[config.mk]
export PLATFORM = sky130hd
export DESIGN_NAME = hazard_ctrl_unit_flat
export DESIGN_NICKNAME = d
export VERILOG_FILES = /design/src/rtl/hazard_ctrl_unit_if.sv /design/src/rtl/hazard_ctrl_unit.sv /design/src/flat_wrapper.sv
export SDC_FILE = /design/constraint.sdc
export NUM_CORES = 1
export LEC_CHECK = 0
export CAP_MARGIN = 20
export CORE_UTILIZATION = 35
export CTS_CLUSTER_SIZE = 30
export DETAILED_ROUTE_END_ITERATION = 8
export DONT_BUFFER_PORTS = 1
export GPL_TIMING_DRIVEN = 0
export PLACE_DENSITY_LB_ADDON = 0.15
export REMOVE_ABC_BUFFERS = 1
export SYNTH_ARGS = -nofsm -noshare
export SYNTH_HDL_FRONTEND = slang
export SYNTH_SLANG_ARGS = --single-unit
[constraint.sdc]
create_clock -name clk -period 2.26 [get_ports clk]
set_input_delay 0.565 -clock clk [delete_from_list [all_inputs] [get_ports clk]]
set_output_delay 0.565 -clock clk [all_outputs]
set_load 0.05 [all_outputs]
[src/rtl/hazard_ctrl_unit_if.sv]
// Hazard controller bundle: pipeline-side hazard inputs, stall/flush/forward
// controls and the performance counters.
interface hazard_ctrl_unit_if #(
  parameter int unsigned ADW  = 5,
  parameter int unsigned CNTW = 32
);
  logic [ADW-1:0]  Rs1D, Rs2D, Rs1E, Rs2E, RdE, RdM, RdW;
  logic            rs1_usedD, rs2_usedD;
  logic            regwriteE, resultsrcE, regwriteM, regwriteW;
  logic            PCSrcE, clr_cnt;
  logic            stallF, stallD, flushD, flushE;
  logic [1:0]      fwdAE, fwdBE;
  logic [CNTW-1:0] stall_cyc, flush_evt;

  // Pipeline side: drives hazard info, consumes controls
  modport master (
    output Rs1D, Rs2D, Rs1E, Rs2E, RdE, RdM, RdW, rs1_usedD, rs2_usedD,
           regwriteE, resultsrcE, regwriteM, regwriteW, PCSrcE, clr_cnt,
    input  stallF, stallD, flushD, flushE, fwdAE, fwdBE, stall_cyc, flush_evt
  );

  // Hazard unit side
  modport slave (
    input  Rs1D, Rs2D, Rs1E, Rs2E, RdE, RdM, RdW, rs1_usedD, rs2_usedD,
           regwriteE, resultsrcE, regwriteM, regwriteW, PCSrcE, clr_cnt,
    output stallF, stallD, flushD, flushE, fwdAE, fwdBE, stall_cyc, flush_evt
  );
endinterface

[src/rtl/hazard_ctrl_unit.sv]
// Hazard/forwarding controller for the 5-stage rv32i pipeline. Generates
// stall/flush controls for load-use (multi-cycle D-cache) and, in stall-only
// mode, all RAW hazards; EX forwarding selects; saturating perf counters.
module hazard_ctrl_unit #(
  parameter int unsigned ADW      = 5,
  parameter int unsigned LOAD_LAT = 1,
  parameter int unsigned FWD_EN   = 1,
  parameter int unsigned CNTW     = 32
) (
  input logic              clk,
  input logic              rst,
  hazard_ctrl_unit_if.slave hz
);

  localparam logic [0:0] IDLE   = 1'b0;
  localparam logic [0:0] LSTALL = 1'b1;

  // First LSTALL cycle is the second stall cycle, hence LOAD_LAT-2
  localparam logic [1:0] CntInit = (LOAD_LAT > 1) ? 2'(LOAD_LAT - 2) : 2'd0;
  localparam bit         FwdOn   = (FWD_EN != 0);
  localparam bit         MultiLd = (LOAD_LAT > 1);
  localparam logic [ADW-1:0] RegZero = '0;

  logic [0:0]      stateQ, stateD;
  logic [1:0]      cntQ, cntD;
  logic [CNTW-1:0] stallCycQ, flushEvtQ;

  logic luHit, rawHit, src1Live, src2Live;
  logic stallReq, stallOut;
  logic [1:0] fwdA, fwdB;

  // Hazard detection; x0 never participates
  always_comb begin
    src1Live = hz.rs1_usedD & (hz.Rs1D != RegZero);
    src2Live = hz.rs2_usedD & (hz.Rs2D != RegZero);
    luHit    = hz.resultsrcE & hz.regwriteE & (hz.RdE != RegZero) &
               ((src1Live & (hz.Rs1D == hz.RdE)) | (src2Live & (hz.Rs2D == hz.RdE)));
    rawHit   = 1'b0;
    if (!FwdOn) begin
      // Write-through regfile: W never conflicts
      rawHit = (src1Live & ((hz.regwriteE & (hz.Rs1D == hz.RdE)) |
                            (hz.regwriteM & (hz.Rs1D == hz.RdM)))) |
               (src2Live & ((hz.regwriteE & (hz.Rs2D == hz.RdE)) |
                            (hz.regwriteM & (hz.Rs2D == hz.RdM))));
    end
  end

  // Forwarding selects, M has priority over W
  always_comb begin
    fwdA = 2'b00;
    fwdB = 2'b00;
    if (FwdOn && !rst) begin
      if (hz.regwriteM && hz.RdM != RegZero && hz.RdM == hz.Rs1E) begin
        fwdA = 2'b10;
      end else if (hz.regwriteW && hz.RdW != RegZero && hz.RdW == hz.Rs1E) begin
        fwdA = 2'b01;
      end
      if (hz.regwriteM && hz.RdM != RegZero && hz.RdM == hz.Rs2E) begin
        fwdB = 2'b10;
      end else if (hz.regwriteW && hz.RdW != RegZero && hz.RdW == hz.Rs2E) begin
        fwdB = 2'b01;
      end
    end
  end

  // Stall/flush outputs; a taken branch overrides every stall
  always_comb begin
    stallReq  = (stateQ == LSTALL) | ((stateQ == IDLE) & luHit) | rawHit;
    stallOut  = 1'b0;
    hz.flushD = 1'b0;
    hz.flushE = 1'b0;
    if (!rst) begin
      if (hz.PCSrcE) begin
        hz.flushD = 1'b1;
        hz.flushE = 1'b1;
      end else begin
        stallOut  = stallReq;
        hz.flushE = stallReq;
      end
    end
  end

  assign hz.stallF    = stallOut;
  assign hz.stallD    = stallOut;
  assign hz.fwdAE     = fwdA;
  assign hz.fwdBE     = fwdB;
  assign hz.stall_cyc = stallCycQ;
  assign hz.flush_evt = flushEvtQ;

  // Load-use stall sequencing
  always_comb begin
    stateD = stateQ;
    cntD   = cntQ;
    if (hz.PCSrcE) begin
      stateD = IDLE;
      cntD   = 2'd0;
    end else begin
      case (stateQ)
        IDLE: begin
          if (luHit && MultiLd) begin
            stateD = LSTALL;
            cntD   = CntInit;
          end
        end
        LSTALL: begin
          if (cntQ == 2'd0) begin
            stateD = IDLE;
          end else begin
            cntD = cntQ - 2'd1;
          end
        end
        default: begin
          stateD = IDLE;
          cntD   = 2'd0;
        end
      endcase
    end
  end

  // FSM state register
  always_ff @(posedge clk) begin
    if (rst) begin
      stateQ <= IDLE;
      cntQ   <= 2'd0;
    end else begin
      stateQ <= stateD;
      cntQ   <= cntD;
    end
  end

  // Saturating perf counters; clear beats increment
  always_ff @(posedge clk) begin
    if (rst || hz.clr_cnt) begin
      stallCycQ <= '0;
      flushEvtQ <= '0;
    end else begin
      if (stallOut && stallCycQ != '1) begin
        stallCycQ <= stallCycQ + CNTW'(1);
      end
      if (hz.PCSrcE && flushEvtQ != '1) begin
        flushEvtQ <= flushEvtQ + CNTW'(1);
      end
    end
  end

endmodule
[src/flat_wrapper.sv]
// flat-port wrapper written by rule: the top's interface ports become plain ports
module hazard_ctrl_unit_flat 
#(
  parameter int unsigned ADW      = 5,
  parameter int unsigned LOAD_LAT = 1,
  parameter int unsigned FWD_EN   = 1,
  parameter int unsigned CNTW     = 32
)
  (clk, rst, hz_Rs1D, hz_Rs2D, hz_Rs1E, hz_Rs2E, hz_RdE, hz_RdM, hz_RdW, hz_rs1_usedD, hz_rs2_usedD, hz_regwriteE, hz_resultsrcE, hz_regwriteM, hz_regwriteW, hz_PCSrcE, hz_clr_cnt, hz_stallF, hz_stallD, hz_flushD, hz_flushE, hz_fwdAE, hz_fwdBE, hz_stall_cyc, hz_flush_evt);
  hazard_ctrl_unit_if #(.ADW(ADW), .CNTW(CNTW)) hz_i ();
  input logic clk;
  input logic rst;
  input wire logic [$bits(hz_i.Rs1D)-1:0] hz_Rs1D;
  input wire logic [$bits(hz_i.Rs2D)-1:0] hz_Rs2D;
  input wire logic [$bits(hz_i.Rs1E)-1:0] hz_Rs1E;
  input wire logic [$bits(hz_i.Rs2E)-1:0] hz_Rs2E;
  input wire logic [$bits(hz_i.RdE)-1:0] hz_RdE;
  input wire logic [$bits(hz_i.RdM)-1:0] hz_RdM;
  input wire logic [$bits(hz_i.RdW)-1:0] hz_RdW;
  input wire logic [$bits(hz_i.rs1_usedD)-1:0] hz_rs1_usedD;
  input wire logic [$bits(hz_i.rs2_usedD)-1:0] hz_rs2_usedD;
  input wire logic [$bits(hz_i.regwriteE)-1:0] hz_regwriteE;
  input wire logic [$bits(hz_i.resultsrcE)-1:0] hz_resultsrcE;
  input wire logic [$bits(hz_i.regwriteM)-1:0] hz_regwriteM;
  input wire logic [$bits(hz_i.regwriteW)-1:0] hz_regwriteW;
  input wire logic [$bits(hz_i.PCSrcE)-1:0] hz_PCSrcE;
  input wire logic [$bits(hz_i.clr_cnt)-1:0] hz_clr_cnt;
  output wire logic [$bits(hz_i.stallF)-1:0] hz_stallF;
  output wire logic [$bits(hz_i.stallD)-1:0] hz_stallD;
  output wire logic [$bits(hz_i.flushD)-1:0] hz_flushD;
  output wire logic [$bits(hz_i.flushE)-1:0] hz_flushE;
  output wire logic [$bits(hz_i.fwdAE)-1:0] hz_fwdAE;
  output wire logic [$bits(hz_i.fwdBE)-1:0] hz_fwdBE;
  output wire logic [$bits(hz_i.stall_cyc)-1:0] hz_stall_cyc;
  output wire logic [$bits(hz_i.flush_evt)-1:0] hz_flush_evt;
  assign hz_i.Rs1D = hz_Rs1D;
  assign hz_i.Rs2D = hz_Rs2D;
  assign hz_i.Rs1E = hz_Rs1E;
  assign hz_i.Rs2E = hz_Rs2E;
  assign hz_i.RdE = hz_RdE;
  assign hz_i.RdM = hz_RdM;
  assign hz_i.RdW = hz_RdW;
  assign hz_i.rs1_usedD = hz_rs1_usedD;
  assign hz_i.rs2_usedD = hz_rs2_usedD;
  assign hz_i.regwriteE = hz_regwriteE;
  assign hz_i.resultsrcE = hz_resultsrcE;
  assign hz_i.regwriteM = hz_regwriteM;
  assign hz_i.regwriteW = hz_regwriteW;
  assign hz_i.PCSrcE = hz_PCSrcE;
  assign hz_i.clr_cnt = hz_clr_cnt;
  assign hz_stallF = hz_i.stallF;
  assign hz_stallD = hz_i.stallD;
  assign hz_flushD = hz_i.flushD;
  assign hz_flushE = hz_i.flushE;
  assign hz_fwdAE = hz_i.fwdAE;
  assign hz_fwdBE = hz_i.fwdBE;
  assign hz_stall_cyc = hz_i.stall_cyc;
  assign hz_flush_evt = hz_i.flush_evt;
  hazard_ctrl_unit #(.ADW(ADW), .LOAD_LAT(LOAD_LAT), .FWD_EN(FWD_EN), .CNTW(CNTW)) u_core (.clk(clk), .rst(rst), .hz(hz_i));
endmodule
## Word level (Yosys, flattened, before mapping)

Cells that the tools add are included.

| storage, ports and cells | value |
|---|---|
| ROM bits | 0 |
| bits in latches | 0 |
| register bits after elaboration | 67 |
| output and inout bits | 72 |
| memories kept | 0 |
| bits of input ports | 45 |
| memory bits (writable) | 0 |

| operators by class | value |
|---|---|
| add/sub/neg operators | 3 |
| magnitude comparators | 0 |
| mux-type cells | 13 |
| $mul | 0 |
| div/mod/pow operators | 0 |
| reductions and logical operators | 18 |
| eq/ne operators | 8 |
| shifts and indexed selects | 0 |
| bitwise operators | 12 |

Operators by type and width:

| operator | number |
|---|---|
| 32-bit by 1-bit adder with 32-bit output, second input constant | 2 |
| 32-bit != test, second input constant | 2 |
| 5-bit == test | 6 |
| 5-bit nonzero test | 5 |
| 1-bit 2-to-1 mux | 9 |
| 1-bit bitwise AND | 8 |
| 1-bit logical AND | 8 |
| 2-bit 2-to-1 mux | 4 |
| 3-bit OR reduction | 1 |
| 2-bit zero test | 1 |
| 1-bit NOT | 2 |
| 1-bit bitwise OR | 2 |
| 2-bit AND reduction | 1 |
| 2-bit OR reduction | 1 |
| 2-bit by 1-bit subtractor with 2-bit output, second input constant | 1 |
| 1-bit logical OR | 1 |

## Longest topological paths before layout

Gate-level depths: netlist (run 1).

| depth | value |
|---|---|
| word-level depth | 10 |
| gate-level depth with buffers | 8 |

## Least setup slack after synthesis (run 1)

Ideal clock, no wire load.

| timing | value |
|---|---|
| path type | input to output |
| start | input hz_RdM[0] |
| end | output hz_fwdAE[0] |
| stages | 4 |
| slack | -1.340 ns |
| data required time | 1.695 ns |
| arrival time | 3.035 ns |
| cells stage by stage | or4_1 o21ai_0 nor3_1 nor4_1 |

| on the way | value |
|---|---|
| word-level cells in the longest chain between the ends | 5 |
| elaborated cells on any way between the ends | 6 |

RTL lines:

| element | RTL line | text |
|---|---|---|
| start, declared | flat_wrapper.sv:18 | `input wire logic [$bits(hz_i.RdM)-1:0] hz_RdM;` |
| 5-bit nonzero test | hazard_ctrl_unit.sv:53 | `if (hz.regwriteM && hz.RdM != RegZero && hz.RdM == hz.Rs1E) begin` |
| 1-bit logical AND | hazard_ctrl_unit.sv:53 |  |
| 1-bit logical AND (*) | hazard_ctrl_unit.sv:53 |  |
| 2-bit 2-to-1 mux (*) | hazard_ctrl_unit.sv:53 |  |
| 2-bit 2-to-1 mux (*) | hazard_ctrl_unit.sv:52 | `if (FwdOn && !rst) begin` |
| end, declared | flat_wrapper.sv:32 | `output wire logic [$bits(hz_i.fwdAE)-1:0] hz_fwdAE;` |

Mark *: on every way between the ends. The rest lies on a longest branch, timed or not.

## Worst setup path after layout (run 1)

| timing | value |
|---|---|
| start | input hz_Rs1D[4] |
| end | output hz_flushE |

| on the way | value |
|---|---|
| word-level cells in the longest chain between the ends | 9 |
| elaborated cells on any way between the ends | 10 |

RTL lines:

| element | RTL line | text |
|---|---|---|
| start, declared | flat_wrapper.sv:13 | `input wire logic [$bits(hz_i.Rs1D)-1:0] hz_Rs1D;` |
| 5-bit nonzero test | hazard_ctrl_unit.sv:34 | `src1Live = hz.rs1_usedD & (hz.Rs1D != RegZero);` |
| 1-bit bitwise AND | hazard_ctrl_unit.sv:34 |  |
| 1-bit bitwise AND (*) | hazard_ctrl_unit.sv:37 | `((src1Live & (hz.Rs1D == hz.RdE)) \| (src2Live & (hz.Rs2D == hz.RdE)));` |
| 1-bit bitwise OR (*) | hazard_ctrl_unit.sv:37 |  |
| 1-bit bitwise AND (*) | hazard_ctrl_unit.sv:36 | `luHit = hz.resultsrcE & hz.regwriteE & (hz.RdE != RegZero) &` |
| 1-bit bitwise AND (*) | hazard_ctrl_unit.sv:68 | `stallReq = (stateQ == LSTALL) \| ((stateQ == IDLE) & luHit) \| rawHit;` |
| 1-bit bitwise OR (*) | hazard_ctrl_unit.sv:68 |  |
| 1-bit 2-to-1 mux (*) | hazard_ctrl_unit.sv:73 | `if (hz.PCSrcE) begin` |
| 1-bit 2-to-1 mux (*) | hazard_ctrl_unit.sv:72 | `if (!rst) begin` |
| end, declared | flat_wrapper.sv:31 | `output wire logic [$bits(hz_i.flushE)-1:0] hz_flushE;` |

Marks and branches as above.

==> results.cfg, run 1 <==
[setup_path]
critical_path.max_fanout = 2
worstSetupEndpointType = primary output
crit_type = input port to primary output
required_ps = 1690
crit_path_start_kind = input port
cp.arrival_ps = 1810

[synthesis]
synth.most_common_cell = dfxtp_1
synth_edf_count = 0
netlist.area_leader.share_pct = 34.51
synth_top_cell_by_area = dfxtp_1
synthSimpleGateAreaFrac_pct = 33.26
async_reset_ff_share_pct = 0
syn_avg_cell_area_um2 = 7.915
synth_mux_area_share_pct = 0
netlist_area_um2 = 3886
synth_xor_xnor_area_share_pct = 12.17
synth_cell_type_count = 47
yosysSeqAreaShare_pct = 34.51
synth_fa_ha_area_share_pct = 0.9659
synth-seq-cells = 67
syn_inst = 491
synth-compound-area-share_pct = 15.13
synthTopCellsByArea = dfxtp_1, xnor2_1, xor2_1
synth-main-ff-cell = dfxtp_1
synth_common_cells = dfxtp_1, nor2_1, a21oi_1
synth_top_family_by_area = simple AND/OR/NAND/NOR gates
ys_warn_count = 0

[placed_design]
gp_congestion = 0.7768
place_inst = 617
placed_area_um2 = 4075
place_ws_ps = -982.1
port_buffers = 0
hpwlAfterDp_um = 7435

[layout]
antenna_cells = 0
area_growth_pct = 22.12
final_layout_size_suffix_gt1_share_pct = 28.52
instances_no_fill = 652
final_area_um2 = 4746
nets = 558
fin_util_pct = 43.78
fill_cells = 1092

[timing]
period_share_pct = 105.2
finalHoldViolations = 0
setup_viol = 4
tightest_slew_ps = 917.7
clock.fmax_mhz = 420.5
fin_setup_tns_ps = -197.5
period_minus_slack_ps = 2378
fin_skew_ps = 6.197
whs_ps = 440.8
setup_slack_ps = -118.0
slew_headroom_pct = 38.59
rsz0062_at_grt = true
drv_slew = 0

[global_routing]
grt_pass1_vias = 3650
grt_start_max_net_pins = 33
gr-usage-met1_pct = 21.55
grtUsageMet2_pct = 33.96
top_usage_layer = met2
antenna_found_initial = 0
overflow = 0
grt_pass1_wl_um = 17570
use_met3_pct = 7.022
track_usage_pct = 19.34

[power]
powerDensity_nw_per_um2 = 455.9
power.total_mw = 2.164
ir_drop_uv = 307.3
power.static_leakage_nw = 1.446

[floorplanning]
die_w_um = 107.4
ioPinCount = 117
fp.dieH_um = 107.4
dieArea_um2 = 11530
rows = 38
core_area_um2 = 10840
initial_core_util_pct = 35.85

[drt]
drt_wl_total_um = 10840
wl_per_cell_um = 16.62
num_vias = 3708
antenna_left = 0
via_per_inst = 5.687
drc = 0
drtIter0Drc = 145
drtPass1Iterations = 4

[clock_network]
tritoncts = yes
path_clk_slew_ps = 60
htree_levels = 3
cts.path.max_buffers = 2
cts_buffers = 9
clockRootBuffer = clkbuf_8
clock_sink_count = 67
clk_latency_ps = 340

[outcome]
violations = negative setup slack
outcome = complete, but fails checks

[hold_path]
hold_class = input port to register

[job]
max_cap_viol_count = 0
-- logic make-up (layout without fill, tap and decap cells) --
group | count (synthesis) | after routing
compound gates | 95 | 95
fa+ha+maj | 3 | 3
buf+inv | 35 | 56
xor+xnor | 54 | 54
simple gates | 237 | 237
flops | 67 | 67
-- worst max-delay path: stages --
cell and delay, ps:
xor2_4 170, nor4_4 280, nand3_1 130, a221oi_2 300, nor3_2 90, nor2_4 280
-- path summary, 6_finish.rpt --
check	startpoint	slack [ps]	depth (start not counted)	to
worst max-delay path	hz_Rs1D[4]	-120	6	hz_flushE
worst min-delay path	hz_PCSrcE	440	2	u_core.stateQ
worst min register to register	u_core.cntQ[1]	520	2	u_core.cntQ[1]
worst max register to register	u_core.hz.stall_cyc[6]	80	6	u_core.hz.stall_cyc[23]
-- timing repair --
action                     in CTS  in global routing
buffers inserted               12                 10
hold endpoints to repair        0                  0
pin swaps                      17                 17
setup endpoints to repair      63                 49
hold buffers                    0                  0
resized for setup              90                 41
-- routing by layer --
metal	share of wire, %	routed length [µm]
met5	0	0
met2	50	5426
met3	7.3	795
met1	41	4446
met4	1.5	166
-- power breakdown --
group / internal (mW) / switching, mW / leakage (nW)
Sequential: 1.15 / 0.00661 / 0.578
Clock: 0.412 / 0.427 / 0.0754
Combinational: 0.0673 / 0.0967 / 0.793
Total: 1.63 / 0.530 / 1.45
-- sequential cells by signal (all words and copies together) (netlist names) --
| signal | count |
|---|---|
| u_core.cntQ | 2 |
| u_core.hz.flush_evt | 32 |
| u_core.hz.stall_cyc | 32 |
| u_core.stateQ | 1 |
-- final cells by class --
type	count	area, µm²	area share [%]
Clock buffer	13	148.9	3.137
Sequential cell	67	1475	31.08
Multi-Input combinational cell	389	2623	55.26
Timing Repair Buffer	29	271.5	5.721
Tap cell	140	175.2	3.691
Inverter	14	52.55	1.107
-- cell usage in the layout (no fill, tap or decap), types with 6 or more instances in the layout --
cell type and instances:
inv_1 14, and3_1 8, buf_4 24, nand4_1 32, nand2_1 30, xnor2_1 29, dfxtp_1 6, nor3_1 14
xor2_1 24, nand3_1 31, or3_1 26, a21oi_1 34, o21ai_0 24, nor3_2 7, or4_1 12, dfxtp_2 38
nor2_1 44, clkbuf_8 10, dfxtp_4 23
Note: power is estimated with default switching activity, not from simulation.
==> inputs of run 2 (changes only) <==
--- a/config.mk
+++ b/config.mk
@@ -10,6 +10,7 @@
 export CTS_CLUSTER_SIZE = 30
 export DETAILED_ROUTE_END_ITERATION = 8
 export DONT_BUFFER_PORTS = 1
+export GPL_ROUTABILITY_DRIVEN = 1
 export GPL_TIMING_DRIVEN = 0
 export PLACE_DENSITY_LB_ADDON = 0.15
 export REMOVE_ABC_BUFFERS = 1
==> results of run 2 <==
The final DEF is identical to that of run 1; final timing and power are the same.
==> inputs of run 3 (changes only) <==
--- a/config.mk
+++ b/config.mk
@@ -6,7 +6,8 @@
 export NUM_CORES = 1
 export LEC_CHECK = 0
 export CAP_MARGIN = 20
-export CORE_UTILIZATION = 35
+export CORE_MARGIN = 3
+export CORE_UTILIZATION = 40
 export CTS_CLUSTER_SIZE = 30
 export DETAILED_ROUTE_END_ITERATION = 8
 export DONT_BUFFER_PORTS = 1
==> run 3 against run 2 <==
Effect of this change:
- the flow still finishes with violations (negative setup slack)
- register-to-register slack better by 20 ps
- global-route usage is 0.16 points lower
- highest routed layer unchanged
- clock skew is 4.1 ps higher
- final cell count is 2.3% lower
- utilization is 6.7 points higher
- first-iteration DRC count is 10% lower
- worst hold slack better by 9.0 ps
- flip-flop and latch count stayed put
- die area is 5.2% lower
- worst setup slack worse by 45 ps
==> results.cfg, run 3 (synthesis results as in run 1) <==
[job]
max_cap_viol_count = 0

[timing]
tightest_slew_ps = 921.7
period_share_pct = 107.2
setup_slack_ps = -162.6
setup_viol = 7
period_minus_slack_ps = 2423
rsz0062_at_grt = true
clock.fmax_mhz = 412.8
slew_headroom_pct = 38.32
finalHoldViolations = 0
drv_slew = 0
fin_skew_ps = 10.29

[setup_path]
required_ps = 1690
cp.arrival_ps = 1860
crit_path_start_kind = input port
critical_path.max_fanout = 5
worstSetupEndpointType = primary output
crit_type = input port to primary output

[power]
comb_power_share_pct = 7.8
clockPowerShare_pct = 39.1
intPower_mw = 1.634
power.static_leakage_nw = 1.437
ir_drop_uv = 272.9
swShare_pct = 24.79
powerDensity_nw_per_um2 = 461.4
power_frac_seq_pct = 53.1
switchingPower_mw = 0.5386
power.total_mw = 2.173

[layout]
mostFrequentLayoutCell = nor2_1
fin_util_pct = 50.48
area_growth_pct = 21.15
antenna_cells = 0
final_layout_size_suffix_gt1_share_pct = 27.95
nets = 552
final_cell_mix = nor2_1, a21oi_1, dfxtp_2

[clock_network]
cts.path.max_buffers = 2
tritoncts = yes
clk_latency_ps = 340
cts_buffers = 9
htree_levels = 3
clockRootBuffer = clkbuf_8
clock_sink_count = 67
hold_buffers = 0
path_clk_slew_ps = 60

[placed_design]
hpwlAfterDp_um = 7504
port_buffers = 0
gp_congestion = 0.8238
place_ws_ps = -899.9

[global_routing]
track_usage_pct = 19.18
grt_pass1_vias = 3530
antenna_found_initial = 0
grt_start_max_net_pins = 41
overflow = 0
grt_pass1_wl_um = 17450

[drt]
drt_wl_total_um = 10690
wl_per_cell_um = 16.78
drtIter0Drc = 130
drc = 0
drtPass1Iterations = 4
num_vias = 3724
via_per_inst = 5.846
antenna_left = 0

[floorplanning]
die_w_um = 104.6
ioPinCount = 117
dieArea_um2 = 10930
core_area_um2 = 9328
fp.dieH_um = 104.6
initial_core_util_pct = 41.66
rows = 35

[outcome]
violations = negative setup slack
outcome = complete, but fails checks

[hold_path]
hold_class = input port to register
-- run 3: power by group through the flow --
stage                     Clock [mW]  Combinational, mW  Sequential [mW]
final                          0.849              0.169             1.15
after global routing           0.938              0.183             1.15
after CTS                      0.887              0.155             1.17
after detailed placement           0              0.138             1.21
after global placement             0              0.124             1.21
after floorplan                    0              0.102             1.21
-- run 3: final timing paths --
kind	endpoint	from	cells past startpoint	slack [ps]
min reg2reg	u_core.cntQ[1]	u_core.cntQ[1]	2	500
min	u_core.stateQ	hz_PCSrcE	2	450
max reg2reg	u_core.hz.stall_cyc[28]	u_core.hz.stall_cyc[14]	5	100
max	hz_flushE	hz_RdE[4]	6	-160
-- run 3: timing repair --
| item | CTS | global route |
|---|---|---|
| resized for setup | 88 | 48 |
| pin swaps | 19 | 11 |
| setup buffers | 11 | 5 |
| setup endpoints to repair | 60 | 56 |
-- run 3: worst max-delay path, cell delays in order --
cell and delay [ps]:
xor2_4 170, nor4_4 300, nand3_1 140, a221oi_2 310, nor3_2 90, nor2_4 280
-- run 3: layout make-up --
class / count / area, µm²
Inverter: 14 / 52.55
Multi-Input combinational cell: 389 / 2618
Sequential cell: 67 / 1488
Timing Repair Buffer: 23 / 229.0
Fill cell: 914 / 4619
Tap cell: 129 / 161.4
Clock inverter: 3 / 15.01
Clock buffer: 12 / 145.1
-- run 3: through the flow --
stage | hold slack (ps) | cell area [µm²] | std cells | TNS, ps
floorplan | 476.9 | 3785 | 470 | -10630
global placement | 491.4 | 3946 | 599 | -31930
detailed placement | 499.7 | 4061 | 606 | -25080
CTS | 434.7 | 4497 | 632 | -300.0
global route | 432.9 | 4708 | 637 | -826.6
finish | 449.8 | 4708 | 637 | -399.1
-- run 3: per-layer routing --
layer / share of wire, % / GRT usage [%] / vias to the layer above
li1: - / - / 1844
met1: 41 / 20.97 / 1785
met2: 52 / 35.38 / 87
met3: 6.4 / 7.288 / 8
met4: 0.60 / 3.514 / 0
met5: 0 / 0 / -
